$ cat src/rtl/edge_event_arbiter.sv
`default_nettype none
// ============================================================================
// Module      : edge_event_arbiter
// Description : Per-channel rising/falling edge detection with a one-deep
//               pending slot per channel. Pending events are serialised
//               round-robin onto one registered valid/ready event port.
//               The optional input synchroniser is enabled by defining
//               EDGE_ARB_SYNC_EN.
// Revision    : 1.0 - initial release
// ============================================================================
module edge_event_arbiter #(
    parameter int N    = 4,
    parameter int ID_W = 2
) (
    input  logic            clk,
    input  logic            rst_n,
    input  logic [N-1:0]    sig,
    input  logic [N-1:0]    rise_en,
    input  logic [N-1:0]    fall_en,
    output logic            evt_valid,
    input  logic            evt_ready,
    output logic [ID_W-1:0] evt_id,
    output logic            evt_rise,
    output logic [N-1:0]    ovf,
    input  logic            ovf_clr
);

    logic [N-1:0]    w_sig;
    logic            w_primed;
    logic [N-1:0]    r_sig_dly;
    logic [N-1:0]    r_pend;
    logic [N-1:0]    r_pend_rise;
    logic [ID_W-1:0] r_last;

    logic [N-1:0]    w_rise;
    logic [N-1:0]    w_fall;
    logic            w_load;
    logic            w_gnt_found;
    logic [ID_W-1:0] w_gnt_idx;
    logic [ID_W-1:0] w_scan_idx;
    logic [N-1:0]    w_gnt_vec;
    logic [N-1:0]    w_pend_nxt;
    logic [N-1:0]    w_pend_rise_nxt;
    logic [N-1:0]    w_ovf_set;

`ifdef EDGE_ARB_SYNC_EN
    logic [N-1:0] r_sync1;
    logic [N-1:0] r_sync2;
    logic [1:0]   r_prime_cnt;

    // Priming waits out the synchroniser fill so reset zeros never look like edges.
    always_ff @(posedge clk or negedge rst_n) begin
        if (!rst_n) begin
            r_sync1     <= '0;
            r_sync2     <= '0;
            r_prime_cnt <= 2'd0;
        end else begin
            r_sync1 <= sig;
            r_sync2 <= r_sync1;
            if (r_prime_cnt != 2'd3) begin
                r_prime_cnt <= r_prime_cnt + 2'd1;
            end
        end
    end

    assign w_sig    = r_sync2;
    assign w_primed = (r_prime_cnt == 2'd3);
`else
    logic r_primed;

    always_ff @(posedge clk or negedge rst_n) begin
        if (!rst_n) begin
            r_primed <= 1'b0;
        end else begin
            r_primed <= 1'b1;
        end
    end

    assign w_sig    = sig;
    assign w_primed = r_primed;
`endif

    assign w_rise = w_sig & ~r_sig_dly & rise_en & {N{w_primed}};
    assign w_fall = ~w_sig & r_sig_dly & fall_en & {N{w_primed}};
    assign w_load = !evt_valid || evt_ready;

    // Round-robin search starting just after the last granted channel.
    always_comb begin
        w_gnt_found = 1'b0;
        w_gnt_idx   = '0;
        w_scan_idx  = '0;
        for (int k = 1; k <= N; k++) begin
            w_scan_idx = ID_W'((int'(r_last) + k) % N);
            if (!w_gnt_found && r_pend[w_scan_idx]) begin
                w_gnt_found = 1'b1;
                w_gnt_idx   = w_scan_idx;
            end
        end
    end

    assign w_gnt_vec = (w_load && w_gnt_found) ? (N'(1) << w_gnt_idx) : '0;

    // A fresh edge may refill the slot that is being granted this cycle.
    always_comb begin
        w_pend_nxt      = r_pend & ~w_gnt_vec;
        w_pend_rise_nxt = r_pend_rise;
        w_ovf_set       = '0;
        for (int i = 0; i < N; i++) begin
            if (w_rise[i] || w_fall[i]) begin
                if (!r_pend[i] || w_gnt_vec[i]) begin
                    w_pend_nxt[i]      = 1'b1;
                    w_pend_rise_nxt[i] = w_rise[i];
                end else begin
                    w_ovf_set[i] = 1'b1;
                end
            end
        end
    end

    always_ff @(posedge clk or negedge rst_n) begin
        if (!rst_n) begin
            r_sig_dly   <= '0;
            r_pend      <= '0;
            r_pend_rise <= '0;
            r_last      <= '0;
            evt_valid   <= 1'b0;
            evt_id      <= '0;
            evt_rise    <= 1'b0;
            ovf         <= '0;
        end else begin
            r_sig_dly   <= w_sig;
            r_pend      <= w_pend_nxt;
            r_pend_rise <= w_pend_rise_nxt;
            ovf         <= (ovf & ~{N{ovf_clr}}) | w_ovf_set;
            if (w_load) begin
                if (w_gnt_found) begin
                    evt_valid <= 1'b1;
                    evt_id    <= w_gnt_idx;
                    evt_rise  <= r_pend_rise[w_gnt_idx];
                    r_last    <= w_gnt_idx;
                end else begin
                    evt_valid <= 1'b0;
                end
            end
        end
    end

endmodule
`default_nettype wire

$ cat config.mk
export PLATFORM = sky130hd
export DESIGN_NAME = edge_event_arbiter
export DESIGN_NICKNAME = d
export VERILOG_FILES = /design/src/rtl/edge_event_arbiter.sv
export SDC_FILE = /design/constraint.sdc
export NUM_CORES = 1
export LEC_CHECK = 0
export BUFFER_PORTS_ARGS = -buffer_cell sky130_fd_sc_hd__buf_4
export CORE_UTILIZATION = 47
export CTS_CLUSTER_SIZE = 10
export DETAILED_ROUTE_END_ITERATION = 8
export GPL_ROUTABILITY_DRIVEN = 1
export PLACE_DENSITY = 0.81
export SLEW_MARGIN = 20
export SYNTH_ARGS = -nofsm -noshare
export SYNTH_HDL_FRONTEND = slang
export SYNTH_SLANG_ARGS = --single-unit
$ cat constraint.sdc
create_clock -name clk -period 1.8 [get_ports clk]
set_clock_uncertainty 0.05 [all_clocks]
set_input_delay 0.36 -clock clk [delete_from_list [all_inputs] [get_ports clk]]
set_output_delay 0.36 -clock clk [all_outputs]
set_load 0.02 [all_outputs]
* After elaboration in Yosys (flattened, before gate mapping)
Cells that the tools add are included.
** Word-level totals
- Input bits :: 16
- Register bits after elaboration :: 21
- Word-level logic and storage cells :: 96
- Output and inout bits :: 8
** Operators by class
- Reductions and logical operators :: 26
- Multiplexer cells :: 36
- Bitwise logic cells :: 13
- Shifts and indexed selects :: 1
- Add/subtract/negate cells :: 4
- Order comparisons :: 5
** Operators by type and width (count)
- $and 4x4->4 :: 8
- $mux 1 :: 26
- $not 4->4 :: 4
- $lt 2x3->1 const B :: 5
- $bmux 1 s2 :: 5
- $reduce_and 2->1 :: 5
- $logic_or 1x1->1 :: 9
- $logic_not 1->1 :: 8
- $mux 2 :: 4
- $add 2x1->2 const B :: 2
- $add 2x2->2 const B :: 2
- $logic_and 1x1->1 :: 4
- $mux 4 :: 1
- $or 4x4->4 :: 1
- $shl 1x2->4 const A :: 1

* Depth between registers and ports, before layout
- Word-level depth :: 19
- Depth in mapped cells :: 6
- Gate-level depth less buffers :: 5

* Worst setup path before layout
No wires, ideal clock.
- Kind :: reg-to-reg
- Start :: reg r_last[0]
- End :: reg r_pend_rise[2]
- Required time :: 1.628 ns
- Path buffers :: 0
- Data arrival time :: 1.649 ns
- Library setup time :: 0.122 ns
- Setup slack :: -0.020 ns
- Stages on the path, launching flop included :: 6
- Clock period less this slack :: 1.820 ns
- Cell sequence :: dfrtp_1 -> and2b_4 -> o21a_2 -> o41ai_4 -> nand3_1 -> a32o_1
** Between the ends
- Cells in the longest elaborated chain, start to end :: 17
- Elaborated cells on any way between the ends :: 31
- Those cells by class :: add/sub (4); shift (1); mux (17); reduce/logical (9)
** RTL lines
- start, declared :: RTL line 33 : logic [ID_W-1:0] r_last;
- start signal, assigned :: RTL line 140 : r_last <= w_gnt_idx;
- $add 2x1->2 :: RTL line 93 : w_scan_idx = ID_W'((int'(r_last) + k) % N);
- $bmux 1 s2 :: RTL line 94 : if (!w_gnt_found && r_pend[w_scan_idx]) begin
- $mux 1 (implied by the code) :: RTL line 94
- $mux 1 :: RTL line 94
- $logic_not 1->1 :: RTL line 94
- $logic_and 1x1->1 :: RTL line 94
- $mux 1 :: RTL line 94
- $logic_not 1->1 :: RTL line 94
- $logic_and 1x1->1 :: RTL line 94
- $mux 1 :: RTL line 94
- $logic_not 1->1 :: RTL line 94
- $logic_and 1x1->1 :: RTL line 94
- $mux 2 or $mux 1 (tied branches) :: RTL line 94
- $shl 1x2->4 or $logic_and 1x1->1 (tied branches) :: RTL line 101 : assign w_gnt_vec = (w_load && w_gnt_found) ? (N'(1) << w_gnt_idx) : '0;
- $mux 4 * :: RTL line 101
- $logic_or 1x1->1 * :: RTL line 110 : if (!r_pend[i] || w_gnt_vec[i]) begin
- $reduce_and 2->1 (no line) *
- end signal, assigned :: RTL line 133 : r_pend_rise <= w_pend_rise_nxt;
- end, declared :: RTL line 32 : logic [N-1:0] r_pend_rise;
Every way passes the cells marked *; elsewhere a longest branch is shown, timed or not. The select of a mux whose other input is x is not followed.
A chain may end at the register's enable or synchronous reset.

* Worst setup path after layout
- Start :: reg r_pend[3]
- End :: reg r_pend_rise[2]
** Between the ends
- Cells in the longest elaborated chain, start to end :: 16
- Elaborated cells on any way between the ends :: 27
- Those cells by class :: shift (1); mux (17); reduce/logical (9)
** RTL lines
- start, declared :: RTL line 31 : logic [N-1:0] r_pend;
- start signal, assigned :: RTL line 132 : r_pend <= w_pend_nxt;
- $bmux 1 s2 :: RTL line 94
- $mux 1 (implied by the code) :: RTL line 94
- $mux 1 :: RTL line 94
- $logic_not 1->1 :: RTL line 94
- $logic_and 1x1->1 :: RTL line 94
- $mux 1 :: RTL line 94
- $logic_not 1->1 :: RTL line 94
- $logic_and 1x1->1 :: RTL line 94
- $mux 1 :: RTL line 94
- $logic_not 1->1 :: RTL line 94
- $logic_and 1x1->1 :: RTL line 94
- $mux 2 or $mux 1 (tied branches) :: RTL line 94
- $shl 1x2->4 or $logic_and 1x1->1 (tied branches) :: RTL line 101
- $mux 4 * :: RTL line 101
- $logic_or 1x1->1 * :: RTL line 110
- $reduce_and 2->1 (no line) *
Marked as above.

==> results.ini <==
[global_routing]
grt_pass1_vias = 828
grt-ovfl-total = 0
grt_usage_pct = 22.2
grt_pass1_wl_um = 3940
grt_max_degree = 22
antenna_found_initial = 0

[synth]
synth_top_area_share_pct = 49.5
synth_common_cells = dfrtp_1, nand2_1, inv_1, o21ai_0
syn-num-nets = 122
synth_top_cell_by_area = dfrtp_1
syn-cell-area_sq_mm = 0.00106
yosys_register_bits = 21
async_flop_share_pct = 100
ys_warn_count = 0
avgSynthCellArea_sq_um = 10.0
ys_seq_area_share_pct = 49.5
ys.flop_type = dfrtp_1
synthTopCellsByArea = dfrtp_1, nand2_1, o41ai_4, o21ai_0, inv_1
yosysMostFrequentCell = dfrtp_1
synth-edff-count = 0
synth_cell_types = 32
synth_cells = 106

[drt]
drcViolationCount = 0
wl_um = 2300
drt-wirelength-per-cell_um = 13.5
ant_nets = 0
met1_length_um = 1050
vias_per_cell = 5.44
highest_layer = met4
first_pass_iters = 4
drtIter0Drc = 37
vias = 925
wl_met3_um = 109
wl_met2_um = 1100

[setup_path]
cpLargestDelayFamily = compound AO/OA/AOI/OAI gates
crit_buf_inv = 0
worstSetupPathType = reg -> reg
critPathRequiredTime_ps = 1970
path_cells = and2b_4 -> o21a_4 -> o41ai_4 -> nand3_1 -> a32o_1
path_max_fanout = 4
crit_arrival_ps = 1960
crit_path_top_delay_cell = dfrtp_1
max_stage_delay_ps = 430
start_kind = flip-flop
end_kind = flip-flop

[cts]
clock_path_buffers = 2
htreeDepth = 1
cts_sinks = 21
clk_pin_slew_ps = 120
clock_latency_ps = 320
cts_tree = yes
cts_made_buffers = 3
root_buffer = clkbuf_4

[placed_design]
placed_cell_area_sq_mm = 0.00132
io_buffer_count = 23
dp_cells = 163
gp_congestion = 0.872
hpwl_um = 1760

[floorplanning]
dieArea_sq_mm = 0.00245
io_pins = 24
num_rows = 16
initial_core_util_pct = 52.0
die_x_um = 49.5
core_sq_mm = 0.00204
die_h_um = 49.5

[final_layout]
fin_nets = 160
register_area_sq_um = 529
nFillCells = 174
area_growth_pct = 32.1
stdcell_count = 170
fin_area_sq_mm = 0.00140
drive_gt1_share_pct = 34.3
multi_input_area_sq_um = 512
n_antenna_cell = 0

[timing]
fmax_ghz = 0.559
setup_viol = 0
rsz0062_at_grt = true
slew_viol_final = 0
fin_crit_sh_pct = 99.4
hold_viol = 0
period_minus_slack_ps = 1790

[power_and_ir_drop]
p_leak_nw = 0.652
irDropWorstVdd_mv = 0.890
p_total_mw = 2.27
power.density_mw_per_mm2 = 1620

[outcome]
outcome = finished clean

[run]
cap_violations = 0

[hold_path]
hold_path_class = in -> reg

-- flip-flops by register name, summed over array words and instances, names as in the netlist --
name and flops:
ovf 4, r_pend 4, r_pend_rise 4, r_sig_dly 4, r_last 2, evt_rise 1, evt_valid 1, r_primed 1
-- logic make-up after synthesis --
family          after synthesis  synth area share [%]
compound gates               33                  25.0
other cells                   1                 0.353
mux                           2                  2.00
flops                        21                  49.5
buf+inv                      11                  4.60
simple gates                 38                  18.5
-- cell type report --
type	instances	share of cell area (%)
repair buffers	35	18.9
clock inverters	1	0.357
inverters	9	2.41
multi-input cells	74	36.5
flip-flops and latches	21	37.8
well taps	27	2.41
clock buffers	3	1.61
-- worst register-to-register path: cells and delay by family, from the launching register on --
family	cells	cell delay (ps)
AO/OA/AOI/OAI	3	900
AND/OR/NAND/NOR	2	330
flip-flops	1	430
-- per-layer routing --
metal	global-route usage, %	vias up
met3	4.63	4
met1	29.0	438
met5	0	-
li1	-	457
met4	10.0	0
met2	35.4	26
-- cells in the final DEF (no fill, tap or decap), types with 2 or more instances in the layout --
cell / Yosys / final
o22ai_1: 4 / 4
nor2b_1: 2 / 2
buf_4: 0 / 34
a311oi_2: 0 / 2
dfrtp_2: 0 / 3
o41ai_4: 2 / 2
and3_1: 2 / 2
a21oi_1: 3 / 3
a21o_1: 2 / 2
clkbuf_4: 0 / 3
dfrtp_1: 21 / 18
a32oi_1: 2 / 2
inv_1: 9 / 9
o21ai_0: 9 / 7
nand2b_1: 3 / 3
nand3_1: 3 / 3
nand2_1: 17 / 17
nor2_1: 4 / 4
and3b_1: 3 / 3
o21ai_1: 1 / 3
o211ai_1: 3 / 3
-- power by group --
group | switching (mW) | internal [mW]
Combinational | 0.662 | 0.607
Clock | 0.151 | 0.0832
Sequential | 0.139 | 0.632
Total | 0.952 | 1.32
-- stage by stage --
step           setup slack [ps]  hold WS (ps)  setup TNS, ps  util [%]
2_1_floorplan              49.1          14.4              0         -
6_report                   10.9           105              0      68.6
4_1_cts                    1.16           109              0      67.3
5_1_grt                   -40.7          84.3          -97.7      68.6
3_5_place_dp              -23.5           211          -23.5      64.7
3_3_place_gp              -4.34           204          -7.30      64.7
-- final timing paths --
path                                  end  cells after the start      start  slack, ps
max                        r_pend_rise[2]                      5  r_pend[3]         10
max reg2reg                r_pend_rise[2]                      5  r_pend[3]         10
min in group asynchronous    r_sig_dly[3]                      2      rst_n        400
min reg2reg                      evt_rise                      2   evt_rise        470
min                          r_sig_dly[2]                      1     sig[2]        110
max in group asynchronous       r_last[0]                      2      rst_n       1070
-- repair_timing --
action | CTS | global route
resized for setup | 2 | 6
pin swaps | 1 | 2
hold endpoints to repair | 21 | 0
endpoints found under the setup margin | 2 | 7
buffers inserted | 1 | 1
hold buffers | 1 | 0
(Power assumes the default switching activity.)
